**config.mk**
```make
export PLATFORM = sky130hd
export DESIGN_NAME = serial_to_par_rx_flat
export DESIGN_NICKNAME = d
export VERILOG_FILES = /design/src/rtl/serial_to_par_rx_if.sv /design/src/rtl/serial_to_par_rx.sv /design/src/flat_wrapper.sv
export SDC_FILE = /design/constraint.sdc
export NUM_CORES = 1
export LEC_CHECK = 0
export ABC_CLOCK_PERIOD_IN_PS = 2900
export BUFFER_PORTS_ARGS = -buffer_cell sky130_fd_sc_hd__buf_2
export CELL_PAD_IN_SITES_DETAIL_PLACEMENT = 0
export CELL_PAD_IN_SITES_GLOBAL_PLACEMENT = 2
export CORE_ASPECT_RATIO = 1.1
export CORE_UTILIZATION = 42
export DETAILED_ROUTE_END_ITERATION = 8
export HOLD_SLACK_MARGIN = 0.02
export MAX_ROUTING_LAYER = met4
export PLACE_DENSITY = 0.78
export SYNTH_ARGS = -nofsm -noshare
export SYNTH_HDL_FRONTEND = slang
export SYNTH_SLANG_ARGS = --single-unit
```
**constraint.sdc**
```tcl
create_clock -name clk_8f -period 2.9 [get_ports clk_8f]
set_input_delay 0.145 -clock clk_8f [delete_from_list [all_inputs] [get_ports clk_8f]]
set_output_delay 0.145 -clock clk_8f [all_outputs]
set_load 0.01 [all_outputs]
```
**src/rtl/serial_to_par_rx_if.sv**
```systemverilog
// Byte-lane bundle between a serial transmitter and the serial_to_par_rx receiver.
// The master side owns the serial bit; the slave (receiver) owns the recovered byte outputs.
interface serial_to_par_rx_if;
   logic       data_in;
   logic [7:0] data_out;
   logic       valid_out;
   logic       active;
   logic       byte_strobe;

   modport master (
      output data_in,
      input  data_out,
      input  valid_out,
      input  active,
      input  byte_strobe
   );

   modport slave (
      input  data_in,
      output data_out,
      output valid_out,
      output active,
      output byte_strobe
   );
endinterface

```
**src/rtl/serial_to_par_rx.sv**
```systemverilog
// Serial-to-parallel receiver with comma-based byte alignment.
// A comma symbol found at any bit offset starts alignment. LOCK_COUNT consecutive
// commas on 8-bit boundaries declare lock. Once locked, the receiver stays locked
// until reset and delivers each non-comma byte with zero latency after its last bit.
module serial_to_par_rx #(
   parameter logic [7:0] COMMA      = 8'hBC,
   parameter int         LOCK_COUNT = 4
) (
   input  logic              clk_8f,
   input  logic              reset_L,
   serial_to_par_rx_if.slave bus
);

   localparam logic [1:0] SEARCH = 2'd0;
   localparam logic [1:0] ALIGN  = 2'd1;
   localparam logic [1:0] ACTIVE = 2'd2;

   localparam logic [3:0] LOCK_C = 4'(LOCK_COUNT);

   // Comma count never wraps: it sticks at the lock threshold.
   function automatic logic [3:0] sat_inc(input logic [3:0] cnt);
      if (cnt >= LOCK_C) begin
         sat_inc = LOCK_C;
      end else begin
         sat_inc = cnt + 4'd1;
      end
   endfunction

   logic [1:0] state;
   logic [1:0] state_nxt;
   logic [7:0] sr;
   logic [7:0] cand;
   logic [2:0] bit_cnt;
   logic [2:0] bit_cnt_nxt;
   logic [3:0] comma_cnt;
   logic [3:0] comma_cnt_nxt;
   logic       cand_is_comma;
   logic       byte_done;
   logic       strobe_nxt;
   logic       load_data;
   logic       clr_valid;

   logic [7:0] data_out_r;
   logic       valid_out_r;
   logic       active_r;
   logic       byte_strobe_r;

   // The byte as it will look after this edge's bit is shifted in.
   assign cand          = {sr[6:0], bus.data_in};
   assign cand_is_comma = (cand == COMMA);
   // Byte boundaries only exist once a comma has fixed the bit phase.
   assign byte_done     = (state != SEARCH) && (bit_cnt == 3'd7);

   // Next-state and per-byte decisions for the alignment FSM.
   always_comb begin
      state_nxt     = state;
      bit_cnt_nxt   = bit_cnt;
      comma_cnt_nxt = comma_cnt;
      strobe_nxt    = 1'b0;
      load_data     = 1'b0;
      clr_valid     = 1'b0;

      case (state)
         SEARCH: begin
            bit_cnt_nxt = 3'd0;
            if (cand_is_comma) begin
               comma_cnt_nxt = 4'd1;
               state_nxt     = (LOCK_C <= 4'd1) ? ACTIVE : ALIGN;
            end
         end

         ALIGN: begin
            bit_cnt_nxt = bit_cnt + 3'd1;
            if (byte_done) begin
               if (cand_is_comma) begin
                  comma_cnt_nxt = sat_inc(comma_cnt);
                  if (sat_inc(comma_cnt) >= LOCK_C) begin
                     state_nxt = ACTIVE;
                  end
               end else begin
                  // Broken comma run: restart the hunt, but this edge is not a new match.
                  comma_cnt_nxt = 4'd0;
                  bit_cnt_nxt   = 3'd0;
                  state_nxt     = SEARCH;
               end
            end
         end

         ACTIVE: begin
            bit_cnt_nxt = bit_cnt + 3'd1;
            if (byte_done) begin
               strobe_nxt = 1'b1;
               if (cand_is_comma) begin
                  clr_valid = 1'b1;
               end else begin
                  load_data = 1'b1;
               end
            end
         end

         default: begin
            state_nxt     = SEARCH;
            bit_cnt_nxt   = 3'd0;
            comma_cnt_nxt = 4'd0;
         end
      endcase
   end

   // Serial shift register: one bit per edge, MSB arrives first.
   always_ff @(posedge clk_8f or negedge reset_L) begin
      if (!reset_L) begin
         sr <= 8'h00;
      end else begin
         sr <= cand;
      end
   end

   // Alignment state, bit phase and comma run length.
   always_ff @(posedge clk_8f or negedge reset_L) begin
      if (!reset_L) begin
         state     <= SEARCH;
         bit_cnt   <= 3'd0;
         comma_cnt <= 4'd0;
      end else begin
         state     <= state_nxt;
         bit_cnt   <= bit_cnt_nxt;
         comma_cnt <= comma_cnt_nxt;
      end
   end

   // Lock flag tracks the registered state so it rises on the final aligned comma.
   always_ff @(posedge clk_8f or negedge reset_L) begin
      if (!reset_L) begin
         active_r <= 1'b0;
      end else begin
         active_r <= (state_nxt == ACTIVE);
      end
   end

   // Recovered byte and its qualifier; both hold between byte boundaries.
   always_ff @(posedge clk_8f or negedge reset_L) begin
      if (!reset_L) begin
         data_out_r    <= 8'h00;
         valid_out_r   <= 1'b0;
         byte_strobe_r <= 1'b0;
      end else begin
         byte_strobe_r <= strobe_nxt;
         if (load_data) begin
            data_out_r  <= cand;
            valid_out_r <= 1'b1;
         end else if (clr_valid) begin
            valid_out_r <= 1'b0;
         end
      end
   end

   assign bus.data_out    = data_out_r;
   assign bus.valid_out   = valid_out_r;
   assign bus.active      = active_r;
   assign bus.byte_strobe = byte_strobe_r;

endmodule

```
**src/flat_wrapper.sv**
```systemverilog
// flat-port wrapper written by rule: the top's interface ports become plain ports
module serial_to_par_rx_flat 
#(
   parameter logic [7:0] COMMA      = 8'hBC,
   parameter int         LOCK_COUNT = 4
)
  (clk_8f, reset_L, bus_data_in, bus_data_out, bus_valid_out, bus_active, bus_byte_strobe);
  serial_to_par_rx_if bus_i ();
  input  logic clk_8f;
  input  logic reset_L;
  input wire logic [$bits(bus_i.data_in)-1:0] bus_data_in;
  output wire logic [$bits(bus_i.data_out)-1:0] bus_data_out;
  output wire logic [$bits(bus_i.valid_out)-1:0] bus_valid_out;
  output wire logic [$bits(bus_i.active)-1:0] bus_active;
  output wire logic [$bits(bus_i.byte_strobe)-1:0] bus_byte_strobe;
  assign bus_i.data_in = bus_data_in;
  assign bus_data_out = bus_i.data_out;
  assign bus_valid_out = bus_i.valid_out;
  assign bus_active = bus_i.active;
  assign bus_byte_strobe = bus_i.byte_strobe;
  serial_to_par_rx #(.COMMA(COMMA), .LOCK_COUNT(LOCK_COUNT)) u_core (.clk_8f(clk_8f), .reset_L(reset_L), .bus(bus_i));
endmodule
```
==> impl_metrics.yaml <==
run_status:
  status: "completed"
worst_setup_path:
  r2r_setup_slack_ns: 1.07
  cpMostUsedCell: "inv_1"
  worstPathRequired_ns: 3.13
  worstReg2RegStart: "u_core.state[0]$_DFF_PN0_"
  worst_setup_path_end_kind: "register"
  critPathMaxStageDelay_ns: 0.46
  critPathArrivalTime_ns: 2.06
  crit_family: "simple AND/OR/NAND/NOR gates"
  rr_worst_depth: 6
  path_max_fanout: 9
  worstSetupStartpointType: "register"
  path_cells: "inv_1, ha_1, inv_1, nand3_1, nor2_8, mux2_4"
  cp_num_buf_inv: 2
  worstSetupPathType: "register to register"
  r2r-end: "u_core.bus.data_out[0]$_DFFE_PN0P_"
  slowest_stage: "dfrtp_1"
logic_synthesis:
  synth_fp_nets: 92
  syn_inst: 82
  synth_seq_area_share_pct: 57.8
  synth-seq-cells: 27
  synth_area_sq_um: 1170
  synth.distinct_cells: 29
  ys_warn_count: 0
  synth.avg_cell_area_sq_um: 14.3
timing:
  rsz0062_at_grt: "no"
  relSlewSlack_pct: 61.7
  fin_hold_ws_ns: 0.323
  fmax_mhz: 547
  slew_viol_final: 0
  fin_crit_ns: 1.83
  setup_violations: 0
  worst_slew_pin_slew_ns: 0.574
  clock_skew_ns: 0.00134
  finalCritPeriodShare_pct: 63.0
  hold_viol_final: 0
  fin_setup_tns_ns: 0
placed_design:
  place.gp.congestion: 0.685
  post_dp_cell_area_sq_um: 1270
  hpwlAfterDp_um: 1370
  port_buffers: 13
finish:
  diodes: 0
  fin_util_pct: 51.6
  layout_commonest_cell: "dfrtp_1"
  postLayoutCellArea_sq_um: 1320
  final_net_count: 112
  drive_gt1_share_pct: 31.7
  final_cell_mix: "dfrtp_1, buf_2, mux2_4"
  synthToLayoutAreaGrowth_pct: 13.2
route:
  first_iter_violations: 6
  first_pass_iters: 3
  via_count: 683
  via_per_inst: 5.17
  ant_nets: 0
  wirelength_um: 1930
  wl_per_cell_um: 14.6
  drc: 0
run:
  max_cap_violations: 0
floorplanning:
  core_sq_um: 2570
  fp.dieW_um: 52.3
  start_util_pct: 45.6
  io_pins: 14
  std_cell_rows: 19
  fp.dieArea_sq_um: 3000
  dieHeight_um: 57.4
pwr:
  ir_drop_mv: 0.286
  cell_internal_pwr_w: 0.000455
  power_frac_comb_pct: 5.0
  switching_share_pct: 23.0
  p_per_area_nw_per_um2: 446
  power.leakage_nw: 0.616
  net-switching-power_w: 0.000136
  pwr-share-seq_pct: 66.7
  clockPowerShare_pct: 28.2
  power.total_w: 0.000591
cts:
  cts_sinks: 27
  clk_latency_ns: 0.33
  clk_pin_slew_worst_paths_ns: 0.15
  clk_path_buf_depth: 2
  ctsHoldBuffers: 2
  post_cts_resized: 0
  cts-buffers-inserted: 3
  tritoncts: "built"
  post_cts_buffers: 0
  clockRootBuffer: "clkbuf_4"
  htree_num_levels: 1
worst_hold_path:
  hold_path.class: "primary input to async pin"
global_routing:
  grtUsageTotal_pct: 15.2
  grt_first_pass_wirelength_um: 3280
  antenna_found_initial: 0
  grt_pass1_vias: 700
  grt_max_degree: 28
  gr-total-overflow: 0
synthesized netlist by cell type:
cell type	number	area [sq um]
dfrtp_1	27	676
mux2_4	8	120
ha_1	7	87.6
inv_1	5	18.8
nor2_1	4	15.0
a21oi_1	3	15.0
o21ai_0	3	15.0
a21o_1	2	15.0
nand3_1	2	10.0
o2bb2ai_1	2	17.5
a211oi_1	1	7.51
a21o_2	1	8.76
a311oi_1	1	8.76
a31oi_1	1	6.26
and2_1	1	6.26
and2_4	1	8.76
and3_1	1	6.26
and4b_1	1	10.0
and4bb_1	1	12.5
nand2_1	1	3.75
nand2b_4	1	13.8
nand3b_1	1	7.51
nor2_8	1	20.0
nor3_1	1	5.00
nor4bb_2	1	16.3
o211a_1	1	10.0
o211ai_2	1	12.5
o21ai_1	1	5.00
or3_4	1	11.3
routing by layer:
metal	wire, um	track usage (%)	vias to the layer above	part of all wire (%)
met2	837	21.3	12	43
met5	0	-	-	0
li1	-	-	331	-
met4	22	4.51	0	1.1
met3	72	3.20	4	3.7
met1	999	22.1	336	52
power groups by stage:
stage	combinational (W)	clock (W)	sequential (W)
3_3_place_gp	0.0000284	0	0.000401
2_1_floorplan	0.00000991	0	0.000403
4_1_cts	0.0000309	0.000170	0.000394
3_5_place_dp	0.0000289	0	0.000401
5_1_grt	0.0000334	0.000188	0.000396
6_report	0.0000298	0.000167	0.000394
how the worst max path moves through the flow:
| stage | startpoint | endpoint | cells after the start | slack, ns |
|---|---|---|---|---|
| final | u_core.state[0]$_DFF_PN0_ | u_core.bus.data_out[0]$_DFFE_PN0P_ | 6 | 1.07 |
| after global routing | u_core.state[0]$_DFF_PN0_ | u_core.bus.data_out[0]$_DFFE_PN0P_ | 6 | 0.93 |
| after CTS | u_core.state[0]$_DFF_PN0_ | u_core.bus.data_out[0]$_DFFE_PN0P_ | 6 | 1.07 |
| after global placement | u_core.state[0]$_DFF_PN0_ | u_core.bus.data_out[1]$_DFFE_PN0P_ | 6 | 1.15 |
| after detailed placement | u_core.state[0]$_DFF_PN0_ | u_core.bus.data_out[5]$_DFFE_PN0P_ | 6 | 1.09 |
| after floorplan | u_core.state[0]$_DFF_PN0_ | u_core.bus.data_out[0]$_DFFE_PN0P_ | 6 | 1.27 |
sequential cells by signal (all words and copies together) (netlist names):
signal and count:
u_core.state 2, u_core.comma_cnt 4, u_core.bus.byte_strobe 1, u_core.bus.valid_out 1
u_core.bus.data_out 8, u_core.bus.active 1, u_core.sr 7, u_core.bit_cnt 3
through the flow:
stage	std cells	setup WS, ns
final	132	1.07
after CTS	132	1.07
after floorplan	82	1.27
after detailed placement	126	1.09
after global placement	126	1.15
after global routing	132	0.925
kinds of logic (layout without fill, tap and decap cells):
group	after synthesis	count (layout)	share of synthesized area, %
flops	27	27	57.8
simple gates	18	18	12.5
compound gates	17	17	10.4
mux	8	8	10.3
fa+ha+maj	7	7	7.49
buf+inv	5	24	1.60
layout make-up:
| type | count | area [sq um] |
|---|---|---|
| fillers | 241 | 1240 |
| flip-flops and latches | 27 | 676 |
| multi-input cells | 50 | 475 |
| repair buffers | 15 | 85.1 |
| well taps | 31 | 38.8 |
| clock buffers | 3 | 22.5 |
| inverters | 5 | 18.8 |
| clock inverters | 1 | 7.51 |
(Power assumes the default switching activity.)
